==> src/rtl/zbt_arb_pkg.sv <==
// Shared constants and types for the ZBT port arbiter: bus widths,
// pipeline latencies and the per-cycle slot type.
package zbt_arb_pkg;

  localparam int ZBT_ADDR_W = 19;
  localparam int ZBT_DATA_W = 36;
  localparam int ZBT_WR_LAT = 2;
  localparam int ZBT_RD_LAT = 3;

  typedef enum logic [1:0] {
    SLOT_IDLE,
    SLOT_RD,
    SLOT_WR
  } slot_t;

endpackage

==> src/rtl/zbt_wr_fifo.sv <==
// Small synchronous FIFO buffering camera writes (address + data) ahead of
// the ZBT arbiter. A push while full is accepted only if the head pops.
module zbt_wr_fifo
  import zbt_arb_pkg::*;
#(
  parameter int WR_DEPTH = 4,
  parameter int ADDR_W   = ZBT_ADDR_W,
  parameter int DATA_W   = ZBT_DATA_W
) (
  input  logic              clk,
  input  logic              reset,
  input  logic              push,
  input  logic [ADDR_W-1:0] push_addr,
  input  logic [DATA_W-1:0] push_data,
  input  logic              pop,
  output logic [ADDR_W-1:0] head_addr,
  output logic [DATA_W-1:0] head_data,
  output logic              empty,
  output logic              full
);

  localparam int PW = $clog2(WR_DEPTH);

  logic [PW:0]               wr_ptr_q, wr_ptr_d;
  logic [PW:0]               rd_ptr_q, rd_ptr_d;
  logic [ADDR_W+DATA_W-1:0]  store [WR_DEPTH];
  logic                      push_ok;
  logic                      pop_ok;

  // Wrap bit differs and index bits match: every slot is occupied.
  assign empty   = (wr_ptr_q == rd_ptr_q);
  assign full    = (wr_ptr_q[PW] != rd_ptr_q[PW]) &&
                   (wr_ptr_q[PW-1:0] == rd_ptr_q[PW-1:0]);
  assign pop_ok  = pop && !empty;
  assign push_ok = push && (!full || pop_ok);

  assign {head_addr, head_data} = store[rd_ptr_q[PW-1:0]];

  always_comb begin
    wr_ptr_d = wr_ptr_q;
    rd_ptr_d = rd_ptr_q;
    if (push_ok) wr_ptr_d = wr_ptr_q + 1'b1;
    if (pop_ok)  rd_ptr_d = rd_ptr_q + 1'b1;
  end

  always_ff @(posedge clk or posedge reset) begin
    if (reset) begin
      wr_ptr_q <= '0;
      rd_ptr_q <= '0;
    end else begin
      wr_ptr_q <= wr_ptr_d;
      rd_ptr_q <= rd_ptr_d;
    end
  end

  always_ff @(posedge clk) begin
    if (push_ok) store[wr_ptr_q[PW-1:0]] <= {push_addr, push_data};
  end

endmodule

==> src/rtl/zbt_port_arbiter.sv <==
// Shares one ZBT bank between buffered camera writes and display reads, with
// read priority and a bounded write wait. ZBT_ARB_OVF_COUNT_EN enables ovf_count.
module zbt_port_arbiter
  import zbt_arb_pkg::*;
#(
  parameter int WR_DEPTH   = 4,
  parameter int STARVE_MAX = 8
) (
  input  logic                  clk,
  input  logic                  reset,
  input  logic                  wr_req,
  input  logic [ZBT_ADDR_W-1:0] wr_addr,
  input  logic [ZBT_DATA_W-1:0] wr_data,
  output logic                  wr_full,
  input  logic                  rd_req,
  input  logic [ZBT_ADDR_W-1:0] rd_addr,
  output logic                  rd_grant,
  output logic [ZBT_DATA_W-1:0] rd_data,
  output logic                  rd_valid,
  output logic [ZBT_ADDR_W-1:0] mem_addr,
  output logic                  mem_we,
  output logic [ZBT_DATA_W-1:0] mem_wdata,
  input  logic [ZBT_DATA_W-1:0] mem_rdata,
  output logic [15:0]           ovf_count
);

  localparam int SW = $clog2(STARVE_MAX + 1);

  slot_t                  slot;
  logic                   fifo_pop, fifo_empty, fifo_full, force_wr;
  logic [ZBT_ADDR_W-1:0]  head_addr;
  logic [ZBT_DATA_W-1:0]  head_data;

  logic [SW-1:0]          starve_q, starve_d;
  logic [ZBT_ADDR_W-1:0]  mem_addr_q, mem_addr_d;
  logic                   mem_we_q, mem_we_d;
  logic [ZBT_DATA_W-1:0]  wpipe_q [ZBT_WR_LAT];
  logic [ZBT_DATA_W-1:0]  wpipe_d [ZBT_WR_LAT];
  logic [ZBT_DATA_W-1:0]  mem_wdata_q, mem_wdata_d;
  logic [ZBT_RD_LAT-1:0]  rpipe_q, rpipe_d;
  logic [ZBT_DATA_W-1:0]  rd_data_q, rd_data_d;
  logic                   rd_valid_q, rd_valid_d;

  zbt_wr_fifo #(
    .WR_DEPTH (WR_DEPTH),
    .ADDR_W   (ZBT_ADDR_W),
    .DATA_W   (ZBT_DATA_W)
  ) u_wr_fifo (
    .clk       (clk),
    .reset     (reset),
    .push      (wr_req),
    .push_addr (wr_addr),
    .push_data (wr_data),
    .pop       (fifo_pop),
    .head_addr (head_addr),
    .head_data (head_data),
    .empty     (fifo_empty),
    .full      (fifo_full)
  );

  assign force_wr = (starve_q == SW'(STARVE_MAX)) && !fifo_empty;

  always_comb begin
    slot = SLOT_IDLE;
    if (force_wr)         slot = SLOT_WR;
    else if (rd_req)      slot = SLOT_RD;
    else if (!fifo_empty) slot = SLOT_WR;
  end

  assign rd_grant = (slot == SLOT_RD);
  assign fifo_pop = (slot == SLOT_WR);
  assign wr_full  = fifo_full;

  always_comb begin
    mem_addr_d = mem_addr_q;
    mem_we_d   = 1'b0;
    case (slot)
      SLOT_WR: begin
        mem_addr_d = head_addr;
        mem_we_d   = 1'b1;
      end
      SLOT_RD: mem_addr_d = rd_addr;
      default: ;
    endcase

    starve_d = starve_q;
    if (fifo_empty || fifo_pop)        starve_d = '0;
    else if (starve_q != SW'(STARVE_MAX)) starve_d = starve_q + SW'(1);

    // Stage 0 holds the last written word so mem_wdata is stable between writes.
    wpipe_d[0] = fifo_pop ? head_data : wpipe_q[0];
    for (int i = 1; i < ZBT_WR_LAT; i++) wpipe_d[i] = wpipe_q[i-1];
    mem_wdata_d = wpipe_q[ZBT_WR_LAT-1];

    rpipe_d    = {rpipe_q[ZBT_RD_LAT-2:0], rd_grant};
    rd_valid_d = rpipe_q[ZBT_RD_LAT-1];
    rd_data_d  = rpipe_q[ZBT_RD_LAT-1] ? mem_rdata : rd_data_q;
  end

  always_ff @(posedge clk or posedge reset) begin
    if (reset) begin
      starve_q    <= '0;
      mem_addr_q  <= '0;
      mem_we_q    <= 1'b0;
      for (int i = 0; i < ZBT_WR_LAT; i++) wpipe_q[i] <= '0;
      mem_wdata_q <= '0;
      rpipe_q     <= '0;
      rd_data_q   <= '0;
      rd_valid_q  <= 1'b0;
    end else begin
      starve_q    <= starve_d;
      mem_addr_q  <= mem_addr_d;
      mem_we_q    <= mem_we_d;
      for (int i = 0; i < ZBT_WR_LAT; i++) wpipe_q[i] <= wpipe_d[i];
      mem_wdata_q <= mem_wdata_d;
      rpipe_q     <= rpipe_d;
      rd_data_q   <= rd_data_d;
      rd_valid_q  <= rd_valid_d;
    end
  end

  assign mem_addr  = mem_addr_q;
  assign mem_we    = mem_we_q;
  assign mem_wdata = mem_wdata_q;
  assign rd_data   = rd_data_q;
  assign rd_valid  = rd_valid_q;

`ifdef ZBT_ARB_OVF_COUNT_EN
  logic [15:0] ovf_q, ovf_d;
  logic        wr_drop;

  assign wr_drop = wr_req && fifo_full && !fifo_pop;

  always_comb begin
    ovf_d = ovf_q;
    if (wr_drop && (ovf_q != 16'hFFFF)) ovf_d = ovf_q + 16'd1;
  end

  always_ff @(posedge clk or posedge reset) begin
    if (reset) ovf_q <= '0;
    else       ovf_q <= ovf_d;
  end

  assign ovf_count = ovf_q;
`else
  assign ovf_count = '0;
`endif

endmodule

==> config.mk <==
export PLATFORM = sky130hd
export DESIGN_NAME = zbt_port_arbiter
export DESIGN_NICKNAME = d
export VERILOG_FILES = /design/src/rtl/zbt_arb_pkg.sv /design/src/rtl/zbt_wr_fifo.sv /design/src/rtl/zbt_port_arbiter.sv
export SDC_FILE = /design/constraint.sdc
export NUM_CORES = 1
export LEC_CHECK = 0
export BUFFER_PORTS_ARGS = -buffer_cell sky130_fd_sc_hd__buf_2
export CORE_ASPECT_RATIO = 0.8
export CORE_MARGIN = 3
export CORE_UTILIZATION = 55
export CTS_BUF_LIST = sky130_fd_sc_hd__clkbuf_4 sky130_fd_sc_hd__clkbuf_8
export DETAILED_ROUTE_END_ITERATION = 8
export PLACE_DENSITY = 0.81
export SLEW_MARGIN = 0
export SYNTH_ARGS = -nofsm -noshare
export SYNTH_HDL_FRONTEND = slang
export SYNTH_SLANG_ARGS = --single-unit
export TNS_END_PERCENT = 1
==> constraint.sdc <==
create_clock -name clk -period 7 [get_ports clk]
set_input_delay 1.05 -clock clk [delete_from_list [all_inputs] [get_ports clk]]
set_output_delay 1.05 -clock clk [all_outputs]
set_load 0.02 [all_outputs]
# After elaboration in Yosys (flattened, before gate mapping)
# Memories as Yosys holds them, arrays and structs flattened.
# Cells that the tools add are included.
# totals
register_bits	178
latchBits	0
ramBits	220
mem_bits_ro	0
elab_cells	41
n_memories	1
# mem_list
name	depth	word_bits	rd	rd_clocked_by_memory_dff	write_ports	line	rtl
u_wr_fifo.store	4	55	1	0	1	zbt_wr_fifo.sv:26	logic [ADDR_W+DATA_W-1:0] store [WR_DEPTH];
# op_classes
addsub	3
multipliers	0
n_div	0
order_cmp	0
eq_ne	7
n_shift	0
muxes	9
bitwise	0
reduce_logical	10
# op_table
cell	count
one-hot mux 19 bit (2 select lines)	1
2-to-1 mux 4 bit	2
adder 3 x 1 -> 3 bit, second input constant	2
2-to-1 mux 2 bit	3
adder 4 x 1 -> 4 bit, second input constant	1
equality test 4 bit, second input constant	1
logical AND 1 bit	4
!= test 4 bit, second input constant	1
nonzero test 2 bit	2
equality test 3 bit	1
2-to-1 mux 1 bit	3
equality test 2 x 1 -> 1 bit, second input constant	1
equality test 2 bit	1
equality test 2 bit, second input constant	1
zero test 1 bit	2
logical OR 1 bit	2
!= test 1 bit	1

# Depth between registers and ports, before layout
# Gate-level depths: netlist of run 1.
# depth
ltp_word	10
ltp_mapped	10
ltp_nobuf	8

# Hierarchy
# A second synthesis of run 1 with hierarchy kept.
# hier_totals
cells_unflattened	678
area_unflattened_um2	14378.8
# modules_own_cells
mod	n_inst	cells_per_inst	area_each_um2	seq_area_each_um2
zbt_wr_fifo	1	323	8348.0	6756.5
zbt_port_arbiter	1	355	6030.8	4304.1

# Least setup slack after synthesis of run 1
# OpenSTA, ideal clock, no wires.
# synth_timing
kind	flip-flop to flip-flop
startpoint	register u_wr_fifo.rd_ptr_q[0]
endpoint	memory u_wr_fifo.store[0][0] (netlist bit) (enable)
setup_ps	507
t_arrival_ps	3113
required_ps	6493
slack_ps	3379
stages_incl_launch_ff	9
path_buffers	2
path_cell_list	dfrtp_1 buf_6 xor2_1 nor3_1 o21ai_0 ha_1 buf_2 or4_1 and3_1
# synth_between
elab_chain_cells	10
elab_cells_between_ends	15
classes_between	eq/ne: 3; mux: 5; reduce/logical: 7
# synth_lines
item	line	rtl
start: declaration	zbt_wr_fifo.sv:25	logic [PW:0] rd_ptr_q, rd_ptr_d;
start signal: assignment	zbt_wr_fifo.sv:52	rd_ptr_q <= rd_ptr_d;
equality test 3 bit (*)	zbt_wr_fifo.sv:31	assign empty = (wr_ptr_q == rd_ptr_q);
2-to-1 mux 2 bit / zero test 1 bit (equally long branches)	zbt_port_arbiter.sv:67, zbt_port_arbiter.sv:61	
2-to-1 mux 2 bit / logical AND 1 bit (equally long branches)	zbt_port_arbiter.sv:66, zbt_port_arbiter.sv:61	
2-to-1 mux 2 bit (*)	zbt_port_arbiter.sv:65	if (force_wr) slot = SLOT_WR;
equality test 2 bit (*)	zbt_port_arbiter.sv:71	assign fifo_pop = (slot == SLOT_WR);
named net fifo_pop	zbt_port_arbiter.sv:30	logic fifo_pop, fifo_empty, fifo_full, force_wr;
logical AND 1 bit (*)	zbt_wr_fifo.sv:34	assign pop_ok = pop && !empty;
logical OR 1 bit (*)	zbt_wr_fifo.sv:35	assign push_ok = push && (!full || pop_ok);
logical AND 1 bit (*)	zbt_wr_fifo.sv:35	
2-to-1 mux 1 bit (*)	zbt_wr_fifo.sv:57	if (push_ok) store[wr_ptr_q[PW-1:0]] <= {push_addr, push_data};
2-to-1 mux 1 bit (not written as such) (*)	zbt_wr_fifo.sv:57	
end: declaration	zbt_wr_fifo.sv:26	
# Mark *: on every way through the listed nets, which the timed path passes. The rest lies on a longest branch.

# Worst setup path after layout of run 1
# layout_timing
startpoint	register u_wr_fifo.rd_ptr_q[1]
endpoint	output rd_grant
# layout_between
elab_chain_cells	5
elab_cells_between_ends	7
classes_between	eq/ne: 2; mux: 3; reduce/logical: 2
# layout_lines
item	line	rtl
equality test 3 bit (*)	zbt_wr_fifo.sv:31	
2-to-1 mux 2 bit / zero test 1 bit (equally long branches)	zbt_port_arbiter.sv:67, zbt_port_arbiter.sv:61	
2-to-1 mux 2 bit / logical AND 1 bit (equally long branches)	zbt_port_arbiter.sv:66, zbt_port_arbiter.sv:61	
2-to-1 mux 2 bit (*)	zbt_port_arbiter.sv:65	
equality test 2 x 1 -> 1 bit (*)	zbt_port_arbiter.sv:70	assign rd_grant = (slot == SLOT_RD);
end: declaration	zbt_port_arbiter.sv:17	output logic rd_grant,
# Mark *: on every way between the ends. The rest lies on a longest branch, timed or not.

==> results.sh, run 1 <==
export IMPL_status="complete, no violations"
export IMPL_ir_drop_v=0.0002257
export IMPL_fp_dieH_um=150.1
export IMPL_hold_class="reg -> reg"
export IMPL_period_needed_ns=5.004
export IMPL_post_cts_setup_buffers=0
export IMPL_crit_arrival_ns=3.95
export IMPL_synth_warnings=0
export IMPL_synth_mux_area_share_pct=15.95
export IMPL_crit_fanout=41
export IMPL_port_buffers=208
export IMPL_postLayoutCoreUtil_pct=66.05
export IMPL_dp_hpwl_mm=16.82
export IMPL_seq_area_frac_synth_pct=77.43
export IMPL_die_w_um=186.2
export IMPL_cp_required_ns=5.95
export IMPL_slew_viol_final=0
export IMPL_crit_type="reg -> out"
export IMPL_grt_max_degree=122
export IMPL_drtAntennaViolNets=0
export IMPL_die_area_um2=27950
export IMPL_synth_seq_cells=398
export IMPL_power_share_clock_pct=24.0
export IMPL_drt_total_wl_mm=26.71
export IMPL_vias=7071
export IMPL_syn_inst=701
export IMPL_synthXorXnorAreaFrac_pct=0.6744
export IMPL_p_comb_share_pct=28.3
export IMPL_worst_path_max_delay_cell="dfrtp_2"
export IMPL_fmax_mhz=199.8
export IMPL_drtPass1Iterations=4
export IMPL_place_gp_congestion=0.7707
export IMPL_leakagePower_nw=6.800
export IMPL_drive_above_1_share_pct=46.48
export IMPL_clk_pin_slew_ns=0.07
export IMPL_rsz0062_at_grt="false"
export IMPL_synth_adder_area_share_pct=0.7883
export IMPL_grt_first_pass_wirelength_mm=40.88
export IMPL_cpLargestDelayFamily="flip-flops"
export IMPL_path_buf_inv=1
export IMPL_placedCellCount=1237
export IMPL_post_synth_cell_area_avg_um2=20.38
export IMPL_finalSetupViolations=0
export IMPL_vias_per_cell=5.253
export IMPL_critical_path_max_stage_delay_ns=1.05
export IMPL_final_cell_mix="220 x edfxtp_1, 208 x buf_2, 176 x dfrtp_1"
export IMPL_rows=52
export IMPL_power_switching_mw=2.430
export IMPL_numClockSinks=398
export IMPL_core_area_um2=25440
export IMPL_path_cells="xor2_1 -> nor3_1 -> o21a_1 -> ha_1 -> buf_2"
export IMPL_setup_ws_ns=1.996
export IMPL_seqPwrFrac_pct=47.7
export IMPL_wire_per_inst_um=19.84
export IMPL_htreeDepth=2
export IMPL_hold_violations=0
export IMPL_antenna_found_initial=0
export IMPL_final_setup_tns_ns=0
export IMPL_relSlewSlack_pct=25.24
export IMPL_drv_cap=0
export IMPL_area_growth_pct=17.63
export IMPL_first_global_vias=7306
export IMPL_dr_first_iter_drc_count=461
export IMPL_hold_buffers=0
export IMPL_skew_ns=0.02074
export IMPL_final_period_utilization_pct=71.48
export IMPL_final_cells=1346
export IMPL_p_per_area_nw_per_um2=462.1
export IMPL_synth_simple_area_share_pct=1.139
export IMPL_gr_total_overflow=0
export IMPL_synth_cell_type_count=35
export IMPL_worstSetupStartpointType="flip-flop"
export IMPL_initial_core_util_pct=56.15
export IMPL_worst_pin_slew_ns=1.121
export IMPL_synthesis_area_um2=14280
export IMPL_fin_nets=1068
export IMPL_boundaryPins=225
export IMPL_post_cts_resized=0
export IMPL_clk_path_buf_depth=3
export IMPL_p_int_mw=5.336
export IMPL_synth_top_family_by_area="multiplexers"
export IMPL_p_total_mw=7.765
export IMPL_grt_usage_pct=19.22
export IMPL_cts_root_buffer="clkbuf_8"
export IMPL_cts_tree="done"
export IMPL_drcViolationCount=0
export IMPL_clock_latency_ns=0.59
export IMPL_crit_path_end_kind="output port"
export IMPL_synth_compound_area_share_pct=1.629
export IMPL_place_ws_ns=2.450
export IMPL_swShare_pct=31.29
export IMPL_cts_buffers=57
export IMPL_final_common_cell="edfxtp_1"
[kinds of logic after synthesis]
logic type | count (synthesis)
compound gates | 27
xor+xnor | 11
fa+ha+maj | 9
buf+inv | 52
flops | 398
mux | 168
other cells | 1
simple gates | 35
[sequential cells by signal (all words and copies together), names as in the netlist]
register and count:
rpipe_q 3, mem_wdata 36, mem_we 1, u_wr_fifo.rd_ptr_q 3, starve_q 4, rd_valid 1, mem_addr 19, u_wr_fifo.wr_ptr_q 3
wpipe_d 36, mem_wdata_d 36, rd_data 36, u_wr_fifo.store 220
[routing by layer]
layer | vias to the layer above | wire (um) | part of all wire [%] | GRT usage, %
li1 | 3149 | - | - | -
met1 | 3574 | 11430 | 43 | 27.27
met2 | 302 | 12720 | 48 | 30.38
met3 | 44 | 1964 | 7.4 | 4.130
met4 | 2 | 520 | 1.9 | 5.769
met5 | - | 66 | 0.25 | 1.818
[power by group through the flow]
stage               combinational (mW)  sequential [mW]  clock (mW)
floorplan                         1.34             3.95           0
global placement                  2.17             3.72           0
detailed placement                2.23             3.74           0
CTS                               2.24             3.71        1.91
global route                      2.38             3.78        2.02
finish                            2.20             3.70        1.86
[path summary, 6_finish.rpt]
| path | startpoint | to | slack (ns) | cells after the start |
|---|---|---|---|---|
| worst max-delay path | u_wr_fifo.rd_ptr_q[1] | rd_grant | 2.00 | 5 |
| worst min-delay path | mem_wdata_d[33] | mem_wdata[33] | 0.34 | 0 |
| worst max register to register | u_wr_fifo.rd_ptr_q[1] | mem_addr[0] | 2.44 | 7 |
| worst min register to register | mem_wdata_d[33] | mem_wdata[33] | 0.34 | 0 |
| max in group asynchronous | reset | mem_wdata_d[19] | 5.18 | 3 |
| min in group asynchronous | reset | rd_data[10] | 0.57 | 2 |
[synthesized netlist by cell type]
cell type  count  area share, %
xnor2_1        6           0.37
ha_1           9           0.79
o41ai_1        1          0.061
mux2_4         8           0.84
mux2i_1       39            2.7
mux2_2        85            6.7
o41ai_2        1           0.11
and3_1         3           0.13
clkbuf_1      11           0.29
o21ai_0        1          0.035
inv_1          6           0.16
buf_12         2           0.28
buf_2         10           0.35
mux4_2        36            5.7
nand2b_1       1          0.044
buf_6          5           0.39
conb_1         1          0.026
dfrtp_1      178             31
or2_2          1          0.044
buf_1          2          0.053
nor3_1         6           0.21
nand3_1        1          0.035
and2_1         1          0.044
xor2_1         5           0.31
buf_4         16           0.84
nand2_1       20           0.53
o21a_1         1          0.053
a21o_1         1          0.053
edfxtp_1     220             46
a21oi_1        1          0.035
o31ai_1        1          0.053
or4_1          1          0.053
nand3b_1       1          0.053
o221ai_1      19            1.2
o311ai_0       1          0.061
[through the flow]
stage / cell area [um2] / hold slack [ns]
3_3_place_gp: 15580 / 0.3331
5_1_grt: 16800 / 0.3541
4_1_cts: 16800 / 0.3410
2_1_floorplan: 14340 / 0.3312
3_5_place_dp: 15580 / 0.3347
6_report: 16800 / 0.3375
[layout make-up]
type | instances | area (um2)
Clock buffer | 96 | 1146
Antenna cell | 1 | 2.502
Fill cell | 1645 | 8636
Timing Repair Buffer | 216 | 1101
Clock inverter | 12 | 70.07
Multi-Input combinational cell | 266 | 2949
Tap cell | 351 | 439.2
Sequential cell | 398 | 11070
Inverter | 6 | 30.03
No activity file was read; power rests on OpenSTA's default activity.
==> inputs of run 2 (changes only) <==
Clock period 7 ns to 5 ns, I/O delays scaled along.
==> run 2 against run 1 <==
  * Combinational power rose by 44%
  * First-iteration DRC count is 7.4% lower
  * Clock power increased by 45%
  * Critical path depth stayed put
  * Power rose by 41%
  * Register-to-register slack lost 1.7 ns
  * Count of clock-buffer cells in the layout decreased by 1
  * Sequential power grew 38%
  * Clock skew is essentially flat
  * Routed wire length up 2.2%
  * Non-clock buffer count increased by 6
==> results.sh, run 2 (synthesized netlist as in run 1, its figures left out) <==
export IMPL_postLayoutCoreUtil_pct=66.42
export IMPL_setup_ws_ns=0.6415
export IMPL_grt_util_met3_pct=5.314
export IMPL_fin_nets=1074
export IMPL_power_share_clock_pct=24.5
export IMPL_vias=7101
export IMPL_rsz0062_at_grt="false"
export IMPL_p_per_area_nw_per_um2=650.0
export IMPL_numClockSinks=398
export IMPL_core_area_um2=25440
export IMPL_drtAntennaViolNets=0
export IMPL_clk_path_buf_depth=3
export IMPL_grt_use_met1_pct=25.96
export IMPL_drtPass1Iterations=4
export IMPL_relSlewSlack_pct=28.33
export IMPL_drt_total_wl_mm=27.29
export IMPL_grt_met2_usage_pct=32.75
export IMPL_die_w_um=186.2
export IMPL_clk_pin_slew_ns=0.06
export IMPL_grt_usage_pct=19.67
export IMPL_seqPwrFrac_pct=46.6
export IMPL_rows=52
export IMPL_port_buffers=208
export IMPL_placedCellCount=1243
export IMPL_post_cts_resized=0
export IMPL_top_usage_layer="met2"
export IMPL_postPlaceCellArea_um2=15650
export IMPL_initial_core_util_pct=56.15
export IMPL_status="complete, no violations"
export IMPL_r2r_cells=7
export IMPL_place_ws_ns=0.8641
export IMPL_final_cell_mix="220 x edfxtp_1, 208 x buf_2, 176 x dfrtp_1"
export IMPL_p_int_mw=7.560
export IMPL_die_area_um2=27950
export IMPL_skew_ns=0.02107
export IMPL_final_setup_tns_ns=0
export IMPL_final_period_utilization_pct=87.17
export IMPL_final_common_cell="edfxtp_1"
export IMPL_fmax_mhz=229.4
export IMPL_clock_latency_ns=0.59
export IMPL_period_needed_ns=4.359
export IMPL_seq_area_um2=11070
export IMPL_drv_cap=0
export IMPL_cts_tree="done"
export IMPL_drive_above_1_share_pct=46.80
export IMPL_gr_total_overflow=0
export IMPL_finalSetupViolations=0
export IMPL_crit_arrival_ns=3.61
export IMPL_antenna_found_initial=5
export IMPL_htreeDepth=2
export IMPL_dp_hpwl_mm=17.58
export IMPL_vias_per_cell=5.256
export IMPL_crit_path_end_kind="output port"
export IMPL_r2r_slack_ns=0.76
export IMPL_grt_max_degree=79
export IMPL_swShare_pct=31.17
export IMPL_ir_drop_v=0.0003395
export IMPL_hold_violations=0
export IMPL_fp_dieH_um=150.1
export IMPL_power_switching_mw=3.423
export IMPL_first_global_vias=7472
export IMPL_drcViolationCount=0
export IMPL_n_fill_cell=1667
export IMPL_hold_class="in -> async"
export IMPL_postLayoutCellArea_um2=16900
export IMPL_antenna_cells=0
export IMPL_cts_buffers=57
export IMPL_worstSetupStartpointType="flip-flop"
export IMPL_cts_root_buffer="clkbuf_8"
export IMPL_cp_required_ns=4.25
export IMPL_place_gp_congestion=0.7578
export IMPL_worst_pin_slew_ns=1.075
export IMPL_final_cells=1351
export IMPL_boundaryPins=225
export IMPL_grt_first_pass_wirelength_mm=41.68
export IMPL_area_growth_pct=18.29
export IMPL_multi_input_area_um2=2949
export IMPL_hold_buffers=0
export IMPL_largest_reg_flops=220
export IMPL_wire_per_inst_um=20.20
export IMPL_crit_type="reg -> out"
export IMPL_slew_viol_final=0
export IMPL_dr_first_iter_drc_count=427
export IMPL_p_comb_share_pct=28.9
export IMPL_post_cts_setup_buffers=0
export IMPL_leakagePower_nw=6.843
export IMPL_crit_fanout=23
run 2: changes by cell type in the layout (fill, tap and decap cells not counted), moves of 2 or more:
cell / previous run / this run
clkbuf_4: 28 / 30
inv_8: 2 / 0
clkinv_2: 8 / 6
buf_12: 0 / 2
bufinv_16: 0 / 2
inv_6: 0 / 2
clkbuf_8: 68 / 65
buf_4: 8 / 12
run 2: power by group through the flow:
stage | Clock [mW] | Combinational [mW] | Sequential [mW]
global route | 2.90 | 3.43 | 5.23
finish | 2.69 | 3.17 | 5.12
global placement | 0 | 3.13 | 5.14
detailed placement | 0 | 3.21 | 5.19
floorplan | 0 | 1.87 | 5.52
CTS | 2.75 | 3.23 | 5.14
run 2: stage by stage:
step                      hold WS (ns)  total power [mW]
after floorplan                 0.3312             7.397
after global placement          0.3331             8.269
after detailed placement        0.3347             8.405
after CTS                       0.3116             11.12
after global routing            0.3507             11.57
final                           0.3136             10.98
run 2: area by class of cell:
class                           count  share of cell area (%)
Sequential cell                   398                   65.49
Inverter                            6                  0.1555
Tap cell                          351                   2.599
Clock buffer                       95                   6.627
Clock inverter                     13                  0.7479
Multi-Input combinational cell    266                   17.45
Timing Repair Buffer              222                   6.931
run 2: metal layers:
metal,vias to the layer above,wire [um],share of wire [%]
met5,-,51,0.19
met4,10,452,1.7
met1,3611,11070,41
li1,3158,-,-
met2,271,13610,50
met3,51,2102,7.7
run 2: path summary, 6_finish.rpt:
check                                      start              to
max reg2reg                u_wr_fifo.rd_ptr_q[0]     mem_addr[0]
max in group asynchronous                  reset  mem_wdata_d[2]
min in group clk                 mem_wdata_d[20]   mem_wdata[20]
max                        u_wr_fifo.rd_ptr_q[0]        rd_grant
min reg2reg                      mem_wdata_d[20]   mem_wdata[20]
min                                        reset   mem_wdata[21]
run 2: worst max-delay path: stages (launching register included):
cell and delay (ns):
dfrtp_4 0.65, xor2_1 0.30, nor3_1 0.76, o21a_1 0.23
ha_1 0.77, buf_2 0.31
==> inputs of run 3 (changes only) <==
Settings changed: CORE_UTILIZATION 55 to 34, PLACE_DENSITY 0.81 to 0.55.
==> run 3 against run 2 <==
  * Largest power group unchanged
  * Combinational power about the same
  * Sequential cell count unchanged
  * Global-route usage fell by 6.9 points
  * Count of clock-buffer cells in the layout is 5 lower
  * Largest cell class unchanged
  * Utilization decreased by 24 points
  * Sequential power is 1% lower
==> results.sh, run 3 (synthesized netlist as in run 1, its figures left out) <==
export IMPL_vias_per_cell=4.507
export IMPL_first_global_vias=7633
export IMPL_vias=6973
export IMPL_crit_type="reg -> out"
export IMPL_p_comb_share_pct=28.7
export IMPL_finalSetupViolations=0
export IMPL_dr_first_iter_drc_count=343
export IMPL_rsz0062_at_grt="false"
export IMPL_post_cts_resized=0
export IMPL_hold_depth=1
export IMPL_grt_first_pass_wirelength_mm=44.61
export IMPL_crit_path_end_kind="output port"
export IMPL_wire_per_inst_um=18.30
export IMPL_area_growth_pct=20.64
export IMPL_cp_required_ns=4.25
export IMPL_path_buf_inv=2
export IMPL_htreeDepth=2
export IMPL_boundaryPins=225
export IMPL_post_cts_setup_buffers=0
export IMPL_largest_reg_flops=220
export IMPL_period_needed_ns=3.589
export IMPL_final_setup_tns_ns=0
export IMPL_place_gp_congestion=0.7285
export IMPL_grt_usage_pct=12.82
export IMPL_worst_pin_slew_ns=1.009
export IMPL_clk_path_buf_depth=3
export IMPL_final_cell_mix="220 x edfxtp_1, 208 x buf_2, 176 x dfrtp_1"
export IMPL_min_from="wr_data[12]"
export IMPL_hold_class="in -> reg"
export IMPL_worst_hold_slack_ns=0.3349
export IMPL_power_share_clock_pct=26.0
export IMPL_r2r_cells=6
export IMPL_crit_arrival_ns=2.84
export IMPL_p_int_mw=7.674
export IMPL_die_area_um2=44530
export IMPL_r2r_slack_ns=1.44
export IMPL_worstSetupStartpointType="flip-flop"
export IMPL_clock_latency_ns=0.63
export IMPL_fin_nets=1073
export IMPL_antenna_found_initial=10
export IMPL_r2r_end="u_wr_fifo.store[2][54]"
export IMPL_final_common_cell="edfxtp_1"
export IMPL_drive_above_1_share_pct=46.56
export IMPL_rows=66
export IMPL_numClockSinks=398
export IMPL_cts_tree="done"
export IMPL_p_per_area_nw_per_um2=647.6
export IMPL_r2r_start="u_wr_fifo.wr_ptr_q[1]"
export IMPL_n_fill_cell=3677
export IMPL_gr_total_overflow=0
export IMPL_hold_buffers=0
export IMPL_grt_max_degree=179
export IMPL_final_period_utilization_pct=71.78
export IMPL_dp_hpwl_mm=17.12
export IMPL_core_area_um2=41040
export IMPL_cts_buffers=61
export IMPL_port_buffers=208
export IMPL_drcViolationCount=0
export IMPL_drt_total_wl_mm=28.32
export IMPL_path_cells="xor2_1 -> nor3_1 -> o21a_1 -> ha_1 -> buf_4 -> buf_2"
export IMPL_cts_root_buffer="clkbuf_8"
export IMPL_swShare_pct=31.24
export IMPL_drtAntennaViolNets=0
export IMPL_crit_fanout=23
export IMPL_worst_path_max_delay_cell="nor3_1"
export IMPL_cpLargestDelayFamily="simple AND/OR/NAND/NOR gates"
export IMPL_skew_ns=0.03087
export IMPL_slew_viol_final=0
export IMPL_fp_dieH_um=189.3
export IMPL_fmax_mhz=278.6
export IMPL_initial_core_util_pct=34.81
export IMPL_clk_pin_slew_ns=0.07
export IMPL_ir_drop_v=0.0003522
export IMPL_hold_violations=0
export IMPL_power_switching_mw=3.486
export IMPL_status="complete, no violations"
export IMPL_antenna_cells=0
export IMPL_relSlewSlack_pct=32.75
export IMPL_die_w_um=235.2
export IMPL_holdPathEnd="u_wr_fifo.store[2][12]"
export IMPL_drv_cap=0
export IMPL_critical_path_max_stage_delay_ns=0.66
export IMPL_seqPwrFrac_pct=45.3
export IMPL_leakagePower_nw=6.872
export IMPL_drtPass1Iterations=4
[run 3: changes by cell type in the layout (fill, tap and decap cells not counted)]
cell,previous run,this run
clkinv_1,1,5
buf_4,12,8
buf_12,2,1
clkinv_2,6,15
clkinv_8,0,2
clkbuf_8,65,76
inv_2,1,0
clkbuf_4,30,14
inv_6,2,0
and3_4,0,3
and3_2,3,0
bufinv_16,2,3
[run 3: area by class of cell]
type / instances / area (um2) / share of cell area, %
Sequential cell: 398 / 11070 / 64.21
Clock inverter: 26 / 226.5 / 1.314
Multi-Input combinational cell: 266 / 2960 / 17.18
Clock buffer: 90 / 1151 / 6.680
Timing Repair Buffer: 217 / 1121 / 6.506
Inverter: 6 / 27.53 / 0.1597
Tap cell: 544 / 680.7 / 3.950
[run 3: how the worst max path moves through the flow]
stage                          start                endpoint  slack (ns)  cells after the start
6_report       u_wr_fifo.rd_ptr_q[0]                rd_grant        1.41                      6
5_1_grt        u_wr_fifo.wr_ptr_q[1]  u_wr_fifo.store[2][22]        1.09                      6
4_1_cts        u_wr_fifo.rd_ptr_q[0]                rd_grant        1.32                      6
3_5_place_dp   u_wr_fifo.wr_ptr_q[1]  u_wr_fifo.store[2][32]        1.39                      6
3_3_place_gp   u_wr_fifo.rd_ptr_q[0]   u_wr_fifo.store[2][3]        1.40                      6
2_1_floorplan  u_wr_fifo.rd_ptr_q[0]   u_wr_fifo.store[0][0]        1.38                      8
[run 3: power groups by stage]
stage          sequential, mW  combinational, mW  clock, mW
2_1_floorplan            5.52               1.87          0
3_3_place_gp             5.11               3.26          0
3_5_place_dp             5.13               3.29          0
4_1_cts                  5.08               3.29       3.04
5_1_grt                  5.19               3.48       3.19
6_report                 5.05               3.20       2.91
[run 3: routing by layer]
layer  part of all wire (%)  GRT usage, %
met5                   0.35             0
met3                    7.3         4.340
met1                     44         16.92
met4                    1.9         3.882
met2                     46         20.18
[run 3: metrics by stage]
step	total power [mW]	util [%]	cell area, um2	instances	setup slack, ns
detailed placement	8.420	38.63	15860	1431	1.393
global placement	8.377	38.63	15860	1431	1.402
floorplan	7.397	-	14350	716	1.379
CTS	11.41	41.99	17230	1547	1.323
global route	11.86	41.99	17230	1547	1.086
finish	11.16	41.99	17230	1547	1.411
